### src/rtl/hazard_stall_ctrl.sv
// Pipeline sequencer for the 5-stage MIPS core: load-use stalls, EX redirects and
// multi-cycle data-memory waits with timeout, driving the pipeline-register enables.
module hazard_stall_ctrl #(
  parameter int unsigned MEM_TIMEOUT = 16,
  parameter int unsigned CNT_W       = 16
) (
  input  logic             clk_i,
  input  logic             rst_ni,
  input  logic [4:0]       ifid_rs_i,
  input  logic [4:0]       ifid_rt_i,
  input  logic             ifid_use_rt_i,
  input  logic             idex_memread_i,
  input  logic [4:0]       idex_rt_i,
  input  logic             ex_redirect_i,
  input  logic             dmem_req_i,
  input  logic             dmem_ready_i,
  output logic             pc_write_o,
  output logic             ifid_write_o,
  output logic             ifid_flush_o,
  output logic             idex_bubble_o,
  output logic             pipe_freeze_o,
  output logic             mem_err_o,
  output logic [CNT_W-1:0] stall_cnt_o
);

  localparam int unsigned WaitW = (MEM_TIMEOUT < 2) ? 1 : $clog2(MEM_TIMEOUT + 1);

  typedef enum logic [1:0] {StRun, StMemWait, StErr} state_e;

  state_e             state_q, state_d;
  logic               pend_redir_q, pend_redir_d;
  logic [WaitW-1:0]   wait_cnt_q, wait_cnt_d;
  logic               mem_err_q, mem_err_d;
  logic [CNT_W-1:0]   stall_cnt_q, stall_cnt_d;

  logic lu, redir, mwait;
  logic pc_write, ifid_write, ifid_flush, idex_bubble, pipe_freeze;

  assign lu = idex_memread_i && (idex_rt_i != 5'd0) &&
              ((idex_rt_i == ifid_rs_i) || (ifid_use_rt_i && (idex_rt_i == ifid_rt_i)));
  assign redir = ex_redirect_i | pend_redir_q;
  assign mwait = dmem_req_i & ~dmem_ready_i;

  always_comb begin
    state_d      = state_q;
    pend_redir_d = pend_redir_q;
    wait_cnt_d   = wait_cnt_q;
    mem_err_d    = mem_err_q;
    pc_write     = 1'b1;
    ifid_write   = 1'b1;
    ifid_flush   = 1'b0;
    idex_bubble  = 1'b0;
    pipe_freeze  = 1'b0;

    unique case (state_q)
      StRun: begin
        if (mwait) begin
          pc_write     = 1'b0;
          ifid_write   = 1'b0;
          pipe_freeze  = 1'b1;
          wait_cnt_d   = WaitW'(1);
          pend_redir_d = ex_redirect_i;
          // With a one-cycle budget the first waiting cycle is already the last.
          if (MEM_TIMEOUT <= 1) begin
            state_d   = StErr;
            mem_err_d = 1'b1;
          end else begin
            state_d = StMemWait;
          end
        end else if (redir) begin
          ifid_flush   = 1'b1;
          idex_bubble  = 1'b1;
          pend_redir_d = 1'b0;
        end else if (lu) begin
          pc_write    = 1'b0;
          ifid_write  = 1'b0;
          idex_bubble = 1'b1;
        end
      end

      StMemWait: begin
        if (dmem_ready_i) begin
          state_d      = StRun;
          wait_cnt_d   = '0;
          pend_redir_d = 1'b0;
          if (redir) begin
            ifid_flush  = 1'b1;
            idex_bubble = 1'b1;
          end else if (lu) begin
            pc_write    = 1'b0;
            ifid_write  = 1'b0;
            idex_bubble = 1'b1;
          end
        end else begin
          pc_write     = 1'b0;
          ifid_write   = 1'b0;
          pipe_freeze  = 1'b1;
          pend_redir_d = pend_redir_q | ex_redirect_i;
          // wait_cnt_q counts waiting cycles already completed, so this is the last allowed one.
          if (wait_cnt_q == WaitW'(MEM_TIMEOUT - 1)) begin
            state_d   = StErr;
            mem_err_d = 1'b1;
          end else begin
            wait_cnt_d = wait_cnt_q + WaitW'(1);
          end
        end
      end

      StErr: begin
        pc_write    = 1'b0;
        ifid_write  = 1'b0;
        pipe_freeze = 1'b1;
      end

      default: state_d = StRun;
    endcase
  end

  always_comb begin
    stall_cnt_d = stall_cnt_q;
    if (!pc_write && (stall_cnt_q != {CNT_W{1'b1}})) begin
      stall_cnt_d = stall_cnt_q + CNT_W'(1);
    end
  end

  always_ff @(posedge clk_i or negedge rst_ni) begin
    if (!rst_ni) begin
      state_q      <= StRun;
      pend_redir_q <= 1'b0;
      wait_cnt_q   <= '0;
      mem_err_q    <= 1'b0;
      stall_cnt_q  <= '0;
    end else begin
      state_q      <= state_d;
      pend_redir_q <= pend_redir_d;
      wait_cnt_q   <= wait_cnt_d;
      mem_err_q    <= mem_err_d;
      stall_cnt_q  <= stall_cnt_d;
    end
  end

  // Reset holds the pipeline frozen and bubbled regardless of the decoded state.
  assign pc_write_o    = rst_ni & pc_write;
  assign ifid_write_o  = rst_ni & ifid_write;
  assign ifid_flush_o  = rst_ni & ifid_flush;
  assign idex_bubble_o = ~rst_ni | idex_bubble;
  assign pipe_freeze_o = ~rst_ni | pipe_freeze;
  assign mem_err_o     = mem_err_q;
  assign stall_cnt_o   = stall_cnt_q;

endmodule
### config.mk
export PLATFORM = sky130hd
export DESIGN_NAME = hazard_stall_ctrl
export DESIGN_NICKNAME = d
export VERILOG_FILES = /design/src/rtl/hazard_stall_ctrl.sv
export SDC_FILE = /design/constraint.sdc
export NUM_CORES = 1
export LEC_CHECK = 0
export CAP_MARGIN = 25
export CORE_UTILIZATION = 42
export CTS_CLUSTER_SIZE = 16
export DETAILED_ROUTE_END_ITERATION = 10
export DONT_BUFFER_PORTS = 1
export GPL_TIMING_DRIVEN = 0
export PLACE_DENSITY_LB_ADDON = 0.2
export SLEW_MARGIN = 5
export SYNTH_ARGS = -nofsm -noshare
export SYNTH_HDL_FRONTEND = slang
export SYNTH_SLANG_ARGS = --single-unit
### constraint.sdc
create_clock -name clk_i -period 2.26 [get_ports clk_i]
set_input_delay 0 -clock clk_i [delete_from_list [all_inputs] [get_ports clk_i]]
set_output_delay 0 -clock clk_i [all_outputs]
set_load 0.03 [all_outputs]
After elaboration in Yosys (flattened, before gate mapping)
Index checks and enable logic that the tools add are counted.
Operators by class
  equality and inequality tests: 10
  add/subtract/negate cells: 2
  reduce and logical (&&, ||, !) cells: 13
  muxes and demuxes: 29
  bitwise operators: 9
Operator list (number)
  16-bit by 1-bit adder with 16-bit output (second input constant): 1
  1-bit 2-to-1 mux: 16
  16-bit != test (second input constant): 1
  5-bit 2-to-1 mux: 3
  5-bit == test: 2
  5-bit case mux with 2 select lines: 1
  3-bit != test (second input constant): 3
  3-bit AND reduction: 3
  2-bit 2-to-1 mux: 3
  1-bit case mux with 2 select lines: 3
  1-bit case mux with 3 select lines: 2
  2-bit case mux with 3 select lines: 1
  5-bit by 1-bit adder with 5-bit output (second input constant): 1
  5-bit by 4-bit == test with 1-bit output (second input constant): 1
  5-bit nonzero test: 1
  1-bit logical AND: 4
  1-bit AND: 3
  1-bit inverter: 3
  1-bit bitwise OR: 3
  2-bit by 1-bit == test with 1-bit output (second input constant): 1
  2-bit == test (second input constant): 1
  2-bit logical NOT: 1
  2-bit != test (second input constant): 1
  2-bit AND reduction: 1
  other kinds (3): 3
Storage, ports and cells
  register bits after elaboration: 25
  logic and storage cells: 68
  output and inout port bits: 22
  bits of input ports: 22

Longest topological paths before layout
Gate-level depths: netlist (run 1).
  depth in word-level cells: 10
  gate-level depth with buffers: 8
  depth with buffers taken out: 7

Least setup slack after synthesis (run 1)
OpenSTA, ideal clock, no wires.
  path kind: reg-to-reg
  start point: register wait_cnt_q[0]
  end point: register wait_cnt_q[3]
  data required time: 2.177 ns
  stages on the path, launching flop included: 9
  period minus slack after synthesis: 1.933 ns
  setup time: 0.083 ns
  path slack: 0.327 ns
  data arrival time: 1.851 ns
  buffers on the path: 1
  cells stage by stage: dfrtp_1 ha_1 and3_1 ha_1 a311o_1 clkbuf_1 nor3_1 a21oi_1 o21ai_0
On the way
  longest elaborated chain between the ends: 4
  elaborated cells on any way between the ends: 7
  classes of those cells: 1 x add/sub; 2 x eq/ne; 3 x mux; 1 x reduce/logical
RTL lines
  from (decl): RTL line 32  | logic [WaitW-1:0] wait_cnt_q, wait_cnt_d;
  from (signal assigned): RTL line 136  | wait_cnt_q <= wait_cnt_d;
  5-bit by 1-bit adder with 5-bit output: RTL line 104  | wait_cnt_d = wait_cnt_q + WaitW'(1);
  5-bit 2-to-1 mux: RTL line 100  | if (wait_cnt_q == WaitW'(MEM_TIMEOUT - 1)) begin
  5-bit 2-to-1 mux: RTL line 82  | if (dmem_ready_i) begin
  5-bit case mux with 2 select lines: RTL line 55  | unique case (state_q)
Parallel ways exist; a longest one is shown, timed or not. The select of a mux whose other input is x is not followed.
A chain may end at the register's enable or synchronous reset.

Worst setup path in the final report (run 1)
  start point: register state_q[0]
  end point: register stall_cnt_q[1] (netlist: stall_cnt_o[1])
On the way
  longest elaborated chain between the ends: 4
  elaborated cells on any way between the ends: 6
  classes of those cells: 2 x eq/ne; 1 x mux; 3 x reduce/logical
RTL lines
  from (decl): RTL line 30  | state_e state_q, state_d;
  from (signal assigned): RTL line 128  | state_q <= StRun;
  from (signal assigned): RTL line 134  | state_q <= state_d;
  2-bit == test, or another cell as far along: RTL line 55
  1-bit case mux with 3 select lines (*): RTL line 55
  1-bit logical NOT (*): RTL line 121  | if (!pc_write && (stall_cnt_q != {CNT_W{1'b1}})) begin
  1-bit logical AND (*): RTL line 121
  to (signal assigned): RTL line 138  | stall_cnt_q <= stall_cnt_d;
  to (decl): RTL line 34  | logic [CNT_W-1:0] stall_cnt_q, stall_cnt_d;
Mark *: on every way between the ends. The rest lies on a longest branch, timed or not.

==> results of run 1 <==
-- worst paths after layout --
kind                                from         endpoint  slack [ps]  cells past startpoint
setup / recovery              state_q[0]   stall_cnt_o[1]         140                      6
hold / removal             ex_redirect_i     pend_redir_q          90                      4
setup reg to reg              state_q[0]   stall_cnt_o[1]         140                      6
hold reg to reg            wait_cnt_q[4]    wait_cnt_q[4]         500                      2
max in group asynchronous         rst_ni    wait_cnt_q[0]        1990                      2
min in group asynchronous         rst_ni  stall_cnt_o[11]         110                      2
-- metal layers --
layer / GRT usage / vias to the layer above / routed length [microns]
met5: 0 / - / 0
met2: 0.276 / 49 / 1400
met3: 0.0260 / 2 / 159
met4: 0.0698 / 0 / 27
met1: 0.223 / 559 / 1260
li1: - / 548 / -
-- logic make-up after synthesis --
kind of cell / Yosys count / synth area share
adder cells (fa/ha/maj): 3 / 0.0263
flip-flops: 25 / 0.438
AND/OR/NAND/NOR: 63 / 0.230
buffers and inverters: 9 / 0.0333
AO/OA/AOI/OAI: 25 / 0.108
XOR/XNOR: 24 / 0.147
multiplexers: 2 / 0.0175
-- area by class of cell --
| cell class | count | area (sq um) |
|---|---|---|
| fill | 285 | 1560 |
| tap | 44 | 55.1 |
| timing repair buffer | 4 | 50.0 |
| buffer | 4 | 28.8 |
| clock buffer | 4 | 26.3 |
| sequential | 25 | 627 |
| inverter | 4 | 15.0 |
| multi-input combinational | 117 | 766 |
-- timing repair --
item                                    in CTS  in global routing
cloned                                       0                  0
gates resized for setup                      1                  2
hold buffers                                 4                  0
endpoints found under the setup margin       1                  2
endpoints found under the hold margin       34                  0
setup buffers                                0                  0
-- sequential cells by signal, summed over array words and instances (netlist names) --
| signal | cells |
|---|---|
| mem_err_o | 1 |
| state_q | 2 |
| pend_redir_q | 1 |
| wait_cnt_q | 5 |
| stall_cnt_o | 16 |
-- cells in the final DEF (no fill, tap or decap), types with 2 or more instances in the layout --
| cell | instances |
|---|---|
| buf_2 | 2 |
| dlygate4sd3_1 | 3 |
| and3_1 | 9 |
| xnor2_1 | 15 |
| inv_1 | 4 |
| clkbuf_4 | 3 |
| nand2_1 | 15 |
| a31oi_1 | 2 |
| nand3_1 | 12 |
| nor3_1 | 4 |
| a21oi_1 | 4 |
| nor2b_1 | 2 |
| o21ai_0 | 10 |
| ha_1 | 3 |
| nor2_1 | 9 |
| xor2_1 | 9 |
| dfrtp_1 | 24 |
| nand4_1 | 6 |
-- power by group through the flow --
stage	sequential (mW)	combinational, mW	clock (mW)
finish	0.740	0.311	0.199
global route	0.755	0.353	0.230
CTS	0.738	0.312	0.211
detailed placement	0.747	0.291	0
global placement	0.746	0.282	0
floorplan	0.720	0.253	0
-- worst reg2reg max path: cells and delay by family, from the launching register on --
| kind | cells | cell delay, ps |
|---|---|---|
| buffers and inverters | 1 | 180 |
| AO/OA/AOI/OAI | 3 | 960 |
| AND/OR/NAND/NOR | 1 | 170 |
| multiplexers | 1 | 320 |
| flip-flops | 1 | 400 |
==> summary.md, run 1 <==
| Metric | Value |
|---|---|
| Yosys top cell by area | `dfrtp_1` |
| Root Buffer | `clkbuf_4` |
| Die Span Y | `60.3 microns` |
| CP max stage cell | `a211oi_1` |
| CTS sink count | `25` |
| Overflow after GRT | `0` |
| Crit start category | `register` |
| CTS buffer count | `3` |
| CP required | `2470 ps` |
| Total Wirelength | `2850 microns` |
| Post-placement cell count | `195` |
| Number of flops mapped to enable cells by yosys | `0` |
| Clock latency on the worst-skew pair | `310 ps` |
| CTS tree | `yes` |
| Core Util, Final | `0.501` |
| Final Cell Area | `1570 sq um` |
| Hold_ws | `90.3 ps` |
| Net Sw Frac | `0.406` |
| Worst Path Max Fanout | `10` |
| Combinational share of power | `0.249` |
| Critical Path End Type | `register` |
| Hold WC Path Type | `input port to register` |
| Setup ws final | `143 ps` |
| Number of diodes | `0` |
| CP Class | `register to register` |
| DRT antenna net count | `0` |
| Post-synth cell types | `35` |
| Via count | `1158` |
| Clock power frac | `0.159` |
| Final Slew Violations | `0` |
| Core Rows | `20` |
| Worst Tran Pin Value | `922 ps` |
| Vias per inst | `5.73` |
| Outcome | `finished, final reports clean` |
| CTS HTree Levels | `1` |
| Die Wd | `60.3 microns` |
| Ys async rst share | `1.00` |
| Delay-heaviest family, CP | `compound AO/OA/AOI/OAI gates` |
| Final GP Congestion | `0.823` |
| Final setup TNS | `0 ps` |
| Starting Density | `0.456` |
| Lkg Pwr | `0.674 nW` |
| Switching pwr | `0.508 mW` |
| Core box area | `3130 sq um` |
| PortBufs | `0` |
| Rel. slew slack | `0.379` |
| Flop pwr share | `0.592` |
| Synth Area per Inst | `9.45 sq um` |
| Fmax | `0.472 GHz` |
| Cell Pwr Density | `797 nW/um^2` |
| Max incr delay on CP | `430 ps` |
| Post-synth top flop | `dfrtp_1` |
| Initial antenna violation count | `0` |
| Seq/Total Area, Yosys | `0.438` |
| Fraction of layout cells with a size suffix above 1 | `0.0823` |
| Drc violations | `0` |
| Gr usage total | `0.169` |
| Largest net degree at the start of global routing | `26` |
| Placement Cell Area | `1480 sq um` |
| Non-Filler Instances | `202` |
| Number of global-route vias before repair | `1056` |
| Data arrival, critical path | `2330 ps` |
| Tcrit/Tclk final | `0.937` |
| I/O pin count | `44` |
| Power after layout | `1.25 mW` |
| Syn Inst Count | `151` |
| RSZ-0062 raised after global routing | `no` |
| CTS clock-pin slew for the worst setup and hold paths | `130 ps` |
| Cell Chain, Critical Path | `buf_2 -> a211oi_1 -> o211ai_1 -> o21ai_2 -> nand2_1 -> mux2_4` |
| Initial DRC count | `42` |
| Die Area | `3640 sq um` |
| Nets | `184` |
| WP buf/inv | `1` |
| Setup Viol. Count Final | `0` |
| Final critical-path required period | `2120 ps` |
| Warnings from Yosys | `0` |
| Drt pass-1 iters | `4` |
| Pre-CTS WS | `113 ps` |
| First-pass GRT wire length | `4630 microns` |
| Synth area leaders | `dfrtp_1, xnor2_1, xor2_1, nand3_1, and3_1` |
| Post-synth net total | `176` |
| Synth cell count leaders | `dfrtp_1, nand2_1, xnor2_1, nand3_1, o21ai_0` |
| Internal cell power | `0.742 mW` |
| Final hold viol count | `0` |
| P&R area growth vs syn | `9.82%` |
| Synth top area share | `0.438` |
| #FFs+latches synth | `25` |
| Max cap viols | `0` |
| Post-Route Skew | `1.73 ps` |
| Top-count cell post-synth | `dfrtp_1` |
| WL/cell | `14.1 microns` |
| Worst VDD drop | `0.371 mV` |
| Post-Syn Area | `1430 sq um` |
| Final HPWL DP | `2090 microns` |
| Clk buf depth | `2` |
Note: power is estimated with default switching activity, not from simulation.
==> inputs of run 2 (changes only) <==
--- a/config.mk
+++ b/config.mk
@@ -11,6 +11,7 @@
 export DETAILED_ROUTE_END_ITERATION = 10
 export DONT_BUFFER_PORTS = 1
 export GPL_TIMING_DRIVEN = 0
+export MAX_ROUTING_LAYER = met4
 export PLACE_DENSITY_LB_ADDON = 0.2
 export SLEW_MARGIN = 5
 export SYNTH_ARGS = -nofsm -noshare
==> summary.md, run 2 (synthesis results as in run 1) <==
| Metric | Value |
|---|---|
| WL/cell | `14.1 microns (about the same)` |
| Initial DRC count | `46 (was 42)` |
| Nets | `184 (unchanged)` |
| Number of diodes | `0 (unchanged)` |
| Crit start category | `register (unchanged)` |
| Core Util, Final | `0.501 (unchanged)` |
| First-pass GRT wire length | `4630 microns (unchanged)` |
| Gr usage total | `0.175 (was 0.169)` |
| Final Slew Violations | `0 (unchanged)` |
| Final hold viol count | `0 (unchanged)` |
| Drt pass-1 iters | `4 (unchanged)` |
| # Post-CTS Setup Buffers | `0 (unchanged)` |
| CTS HTree Levels | `1 (unchanged)` |
| Fillers | `285 (unchanged)` |
| Initial antenna violation count | `0 (unchanged)` |
| Commonest non-fill, non-tap cells in the layout | `dfrtp_1, xnor2_1, nand2_1 (unchanged)` |
| Final HPWL DP | `2090 microns (unchanged)` |
| Overflow after GRT | `0 (unchanged)` |
| Critical Path End Type | `register (unchanged)` |
| I/O pin count | `44 (unchanged)` |
| Largest net degree at the start of global routing | `26 (unchanged)` |
| Setup Viol. Count Final | `0 (unchanged)` |
| Die Wd | `60.3 microns (unchanged)` |
| Met2 Usage GRT | `0.276 (unchanged)` |
| PortBufs | `0 (unchanged)` |
| Clk buf depth | `2 (unchanged)` |
| CTS sink count | `25 (unchanged)` |
| Commonest non-fill, non-tap cell in the layout | `dfrtp_1 (unchanged)` |
| CP Class | `register to register (unchanged)` |
| Final GP Congestion | `0.835 (was 0.823)` |
| CTS tree | `yes (unchanged)` |
| DRT antenna net count | `0 (unchanged)` |
| Post-Route Skew | `2.57 ps (was 1.73 ps)` |
| RSZ-0062 raised after global routing | `no (unchanged)` |
| Total Wirelength | `2850 microns (about the same)` |
| CP required | `2470 ps (about the same)` |
| Final critical-path required period | `2130 ps (was 2120 ps)` |
| Core box area | `3130 sq um (unchanged)` |
| P&R area growth vs syn | `9.82% (unchanged)` |
| Die Span Y | `60.3 microns (unchanged)` |
| Fraction of layout cells with a size suffix above 1 | `0.0823 (unchanged)` |
| Root Buffer | `clkbuf_4 (unchanged)` |
| Drc violations | `0 (unchanged)` |
| Max reg flops | `16 (unchanged)` |
| CTS buffer count | `3 (unchanged)` |
| Met1 Use GR | `0.223 (unchanged)` |
| Fmax | `0.469 GHz (was 0.472 GHz)` |
| Worst Tran Pin Value | `924 ps (was 922 ps)` |
| Top Usage Layer GRT | `met2 (unchanged)` |
| Starting Density | `0.456 (unchanged)` |
| Lkg Pwr | `0.674 nW (unchanged)` |
| Vias per inst | `5.73 (unchanged)` |
| Outcome | `finished, final reports clean (unchanged)` |
| Hold WC Path Type | `input port to register (unchanged)` |
| Worst VDD drop | `0.371 mV (about the same)` |
| Tcrit/Tclk final | `0.944 (was 0.937)` |
| Clock latency on the worst-skew pair | `310 ps (about the same)` |
| Rel. slew slack | `0.377 (was 0.379)` |
| Core Rows | `20 (unchanged)` |
| Final setup TNS | `0 ps (unchanged)` |
| Max cap viols | `0 (unchanged)` |
| Data arrival, critical path | `2350 ps (was 2330 ps)` |
| Worst Path Max Fanout | `10 (unchanged)` |
| CTS clock-pin slew for the worst setup and hold paths | `130 ps (about the same)` |
| GR Layer Usage met3 | `0.0260 (unchanged)` |
| Number of global-route vias before repair | `1059 (was 1056)` |
| Cell Pwr Density | `797 nW/um^2 (about the same)` |
| Die Area | `3640 sq um (unchanged)` |
| Via count | `1158 (unchanged)` |
[run 2: cell counts in the layout (fill, tap and decap cells not counted)]
Identical to the previous run, type by type.
[run 2: power by group]
part           internal (mW)  switching (mW)
logic                  0.147           0.164
registers              0.526           0.214
clock network         0.0688           0.130
[run 2: timing repair]
item,4_1_cts,5_1_grt
resized for setup,1,2
endpoints found under the setup margin,1,2
endpoints found under the hold margin,34,0
hold buffers,4,0
[run 2: area by class of cell]
type                            instances  area, sq um  area share
Buffer                                  4         28.8      0.0184
Clock buffer                            4         26.3      0.0168
Inverter                                4         15.0     0.00958
Multi-Input combinational cell        117          766       0.488
Sequential cell                        25          627       0.400
Tap cell                               44         55.1      0.0351
Timing Repair Buffer                    4         50.0      0.0319
[run 2: per-layer routing]
metal | part of all wire | up-vias
met2 | 0.49 | 49
met4 | 0.0095 | 0
met3 | 0.053 | 2
met1 | 0.45 | 560
met5 | 0 | -
li1 | - | 547
[run 2: path summary, 6_finish.rpt]
kind                                   end  cells after the start     startpoint  slack [ps]
max reg2reg                 stall_cnt_o[1]                      6     state_q[0]         130
max in group asynchronous    wait_cnt_q[0]                      2         rst_ni        1990
max                         stall_cnt_o[1]                      6     state_q[0]         130
min reg2reg                  wait_cnt_q[4]                      2  wait_cnt_q[4]         500
min                           pend_redir_q                      4  ex_redirect_i          90
min in group asynchronous  stall_cnt_o[11]                      2         rst_ni         110
[run 2: metrics by stage]
| step | area (sq um) | cells | power [mW] | setup slack (ps) | hold WS, ps |
|---|---|---|---|---|---|
| 3_3_place_gp | 1480 | 195 | 1.03 | 197 | -295 |
| 4_1_cts | 1560 | 203 | 1.26 | 69.9 | 76.8 |
| 3_5_place_dp | 1480 | 195 | 1.04 | 113 | -295 |
| 2_1_floorplan | 1430 | 151 | 0.973 | 327 | -296 |
| 5_1_grt | 1570 | 202 | 1.34 | 12.6 | 94.3 |
| 6_report | 1570 | 202 | 1.25 | 126 | 89.7 |
[run 2: critical path: stages (launching register included)]
cell	delay, ps
dfrtp_1	400
buf_2	180
a211oi_1	440
o211ai_1	200
o21ai_2	330
nand2_1	170
mux2_4	320
==> inputs of run 3 (changes only) <==
--- a/config.mk
+++ b/config.mk
@@ -12,7 +12,7 @@
 export DONT_BUFFER_PORTS = 1
 export GPL_TIMING_DRIVEN = 0
 export MAX_ROUTING_LAYER = met4
-export PLACE_DENSITY_LB_ADDON = 0.2
+export PLACE_DENSITY = 0.68
 export SLEW_MARGIN = 5
 export SYNTH_ARGS = -nofsm -noshare
 export SYNTH_HDL_FRONTEND = slang
==> constraint.sdc (replaced) <==
create_clock -name clk_i -period 2 [get_ports clk_i]
set_input_delay 0 -clock clk_i [delete_from_list [all_inputs] [get_ports clk_i]]
set_output_delay 0 -clock clk_i [all_outputs]
set_load 0.03 [all_outputs]
==> summary.md, run 3 (synthesis results as in run 1) <==
| Metric | Value |
|---|---|
| Worst VDD drop | `0.405 mV (was 0.371 mV)` |
| Overflow after GRT | `0 (unchanged)` |
| Rel. slew slack | `0.375 (was 0.377)` |
| CP required | `2240 ps (was 2470 ps)` |
| Worst Path Max Fanout | `4 (was 10)` |
| Drc violations | `0 (unchanged)` |
| Commonest non-fill, non-tap cells in the layout | `dfrtp_1, xnor2_1, nand2_1 (unchanged)` |
| I/O pin count | `44 (unchanged)` |
| Commonest non-fill, non-tap cell in the layout | `dfrtp_1 (unchanged)` |
| Fraction of layout cells with a size suffix above 1 | `0.204 (was 0.0823)` |
| P&R area growth vs syn | `14.8% (was 9.82%)` |
| Initial antenna violation count | `0 (unchanged)` |
| Drt pass-1 iters | `4 (unchanged)` |
| CTS HTree Levels | `1 (unchanged)` |
| Clock latency on the worst-skew pair | `320 ps (was 310 ps)` |
| CTS clock-pin slew for the worst setup and hold paths | `130 ps (about the same)` |
| R2R Path End | `wait_cnt_q[4] (was stall_cnt_o[1])` |
| Final critical-path required period | `1940 ps (was 2130 ps)` |
| Final Slew Violations | `0 (unchanged)` |
| Root Buffer | `clkbuf_4 (unchanged)` |
| CTS sink count | `25 (unchanged)` |
| Hold WC Path Type | `input port to async pin (was input port to register)` |
| Number of diodes | `0 (unchanged)` |
| Tcrit/Tclk final | `0.969 (was 0.944)` |
| Outcome | `finished, final reports clean (unchanged)` |
| WL/cell | `15.1 microns (was 14.1 microns)` |
| CTS buffer count | `3 (unchanged)` |
| Initial DRC count | `23 (was 46)` |
| Total Wirelength | `3110 microns (was 2850 microns)` |
| Post-placement cell count | `195 (unchanged)` |
| Cell Pwr Density | `910 nW/um^2 (was 797 nW/um^2)` |
| Lkg Pwr | `0.691 nW (was 0.674 nW)` |
| Via count | `1144 (was 1158)` |
| Post-Route Skew | `2.30 ps (was 2.57 ps)` |
| Fmax | `0.516 GHz (was 0.469 GHz)` |
| Gr usage total | `0.189 (was 0.175)` |
| Setup Viol. Count Final | `0 (unchanged)` |
| Cell Chain, Critical Path | `ha_2 -> and3_1 -> ha_1 -> a311o_2 -> buf_4 -> o31ai_1 (was buf_2 -> a211oi_1 -> o211ai_1 -> o21ai_2 -> nand2_1 -> mux2_4)` |
| Die Wd | `60.3 microns (unchanged)` |
| Final HPWL DP | `2250 microns (was 2090 microns)` |
| Reg-to-reg startpoint | `wait_cnt_q[0] (was state_q[0])` |
| CP max stage cell | `dfrtp_2 (was a211oi_1)` |
| Core Rows | `20 (unchanged)` |
| Number of global-route vias before repair | `1135 (was 1059)` |
| Vias per inst | `5.55 (was 5.73)` |
| Crit start category | `register (unchanged)` |
| RSZ-0062 raised after global routing | `yes (was no)` |
| Starting Density | `0.456 (unchanged)` |
| Max incr delay on CP | `450 ps (was 440 ps)` |
| Data arrival, critical path | `2180 ps (was 2350 ps)` |
| Register-to-Register Path Depth | `6 (unchanged)` |
| Critical Path End Type | `register (unchanged)` |
| Non-Filler Instances | `206 (was 202)` |
| Final GP Congestion | `0.823 (was 0.835)` |
| Worst Tran Pin Value | `927 ps (was 924 ps)` |
| PortBufs | `0 (unchanged)` |
| Core box area | `3130 sq um (unchanged)` |
| First-pass GRT wire length | `4980 microns (was 4630 microns)` |
| Fillers | `284 (was 285)` |
| CP Class | `register to register (unchanged)` |
| DRT antenna net count | `0 (unchanged)` |
| Die Span Y | `60.3 microns (unchanged)` |
| Largest net degree at the start of global routing | `26 (unchanged)` |
| Nets | `188 (was 184)` |
| Area occupied by multi-input gates | `790 sq um (was 766 sq um)` |
| Storage cell area | `637 sq um (was 627 sq um)` |
| Max cap viols | `0 (unchanged)` |
| Max reg flops | `16 (unchanged)` |
| Final hold viol count | `0 (unchanged)` |
| Die Area | `3640 sq um (unchanged)` |
| R2r setup slk | `60 ps (was 130 ps)` |
| CTS tree | `yes (unchanged)` |
| Clk buf depth | `2 (unchanged)` |
| Hold_ws | `88.2 ps (was 89.7 ps)` |
| Final setup TNS | `0 ps (unchanged)` |
[run 3: changes by cell type in the layout (fill, tap and decap cells not counted), moves of 2 or more]
cell,previous run,this run
buf_4,1,4
dfrtp_1,24,16
dfrtp_2,1,9
o21ai_0,10,8
o21ai_1,0,2
[run 3: per-stage QoR]
step	instance area, sq um	worst slack [ps]	power [mW]	utilization
3_3_place_gp	1480	-56.9	1.16	0.474
4_1_cts	1600	0.448	1.47	0.511
5_1_grt	1640	-5.39	1.58	0.524
3_5_place_dp	1480	-181	1.19	0.474
2_1_floorplan	1430	66.7	1.10	-
6_report	1640	61.9	1.49	0.524
[run 3: where the power goes]
part | switching, mW | internal [mW] | total (mW)
combinational | 0.216 | 0.203 | 0.419
sequential | 0.240 | 0.604 | 0.844
clock | 0.153 | 0.0751 | 0.228
total | 0.609 | 0.882 | 1.49
[run 3: worst max-delay path: cells and delay by family, from the launching register on]
family,cells,cell delay (ps)
flops,1,450
compound gates,2,650
simple gates,1,180
fa+ha+maj,2,420
buf+inv,1,160
[run 3: final cells by class]
class	instances	area share
clock inverters	1	0.00305
inverters	4	0.00916
well taps	44	0.0336
repair buffers	8	0.0489
plain buffers	4	0.0214
multi-input cells	117	0.482
flip-flops and latches	25	0.389
clock buffers	3	0.0137
[run 3: how the worst max path moves through the flow]
stage                               from         endpoint  slack, ps  cells past startpoint
final                      wait_cnt_q[0]    wait_cnt_q[4]         60                      6
after global routing          state_q[0]  stall_cnt_o[14]         -5                      7
after global placement     wait_cnt_q[0]    wait_cnt_q[3]        -60                      8
after CTS                 stall_cnt_o[8]  stall_cnt_o[14]        0.4                      7
after floorplan            wait_cnt_q[0]    wait_cnt_q[3]         70                      8
after detailed placement   wait_cnt_q[0]    wait_cnt_q[3]       -180                      8
[run 3: timing repair]
item / CTS / global route
hold endpoints to repair: 34 / 0
hold buffers: 4 / 0
setup buffers: 2 / 2
setup endpoints to repair: 16 / 20
pin swaps: 1 / 2
gates resized for setup: 11 / 11
[run 3: per-layer routing]
layer | global-route usage | share of wire
met1 | 0.210 | 0.42
met2 | 0.327 | 0.51
met3 | 0.0390 | 0.058
met4 | 0.0731 | 0.015
met5 | - | 0
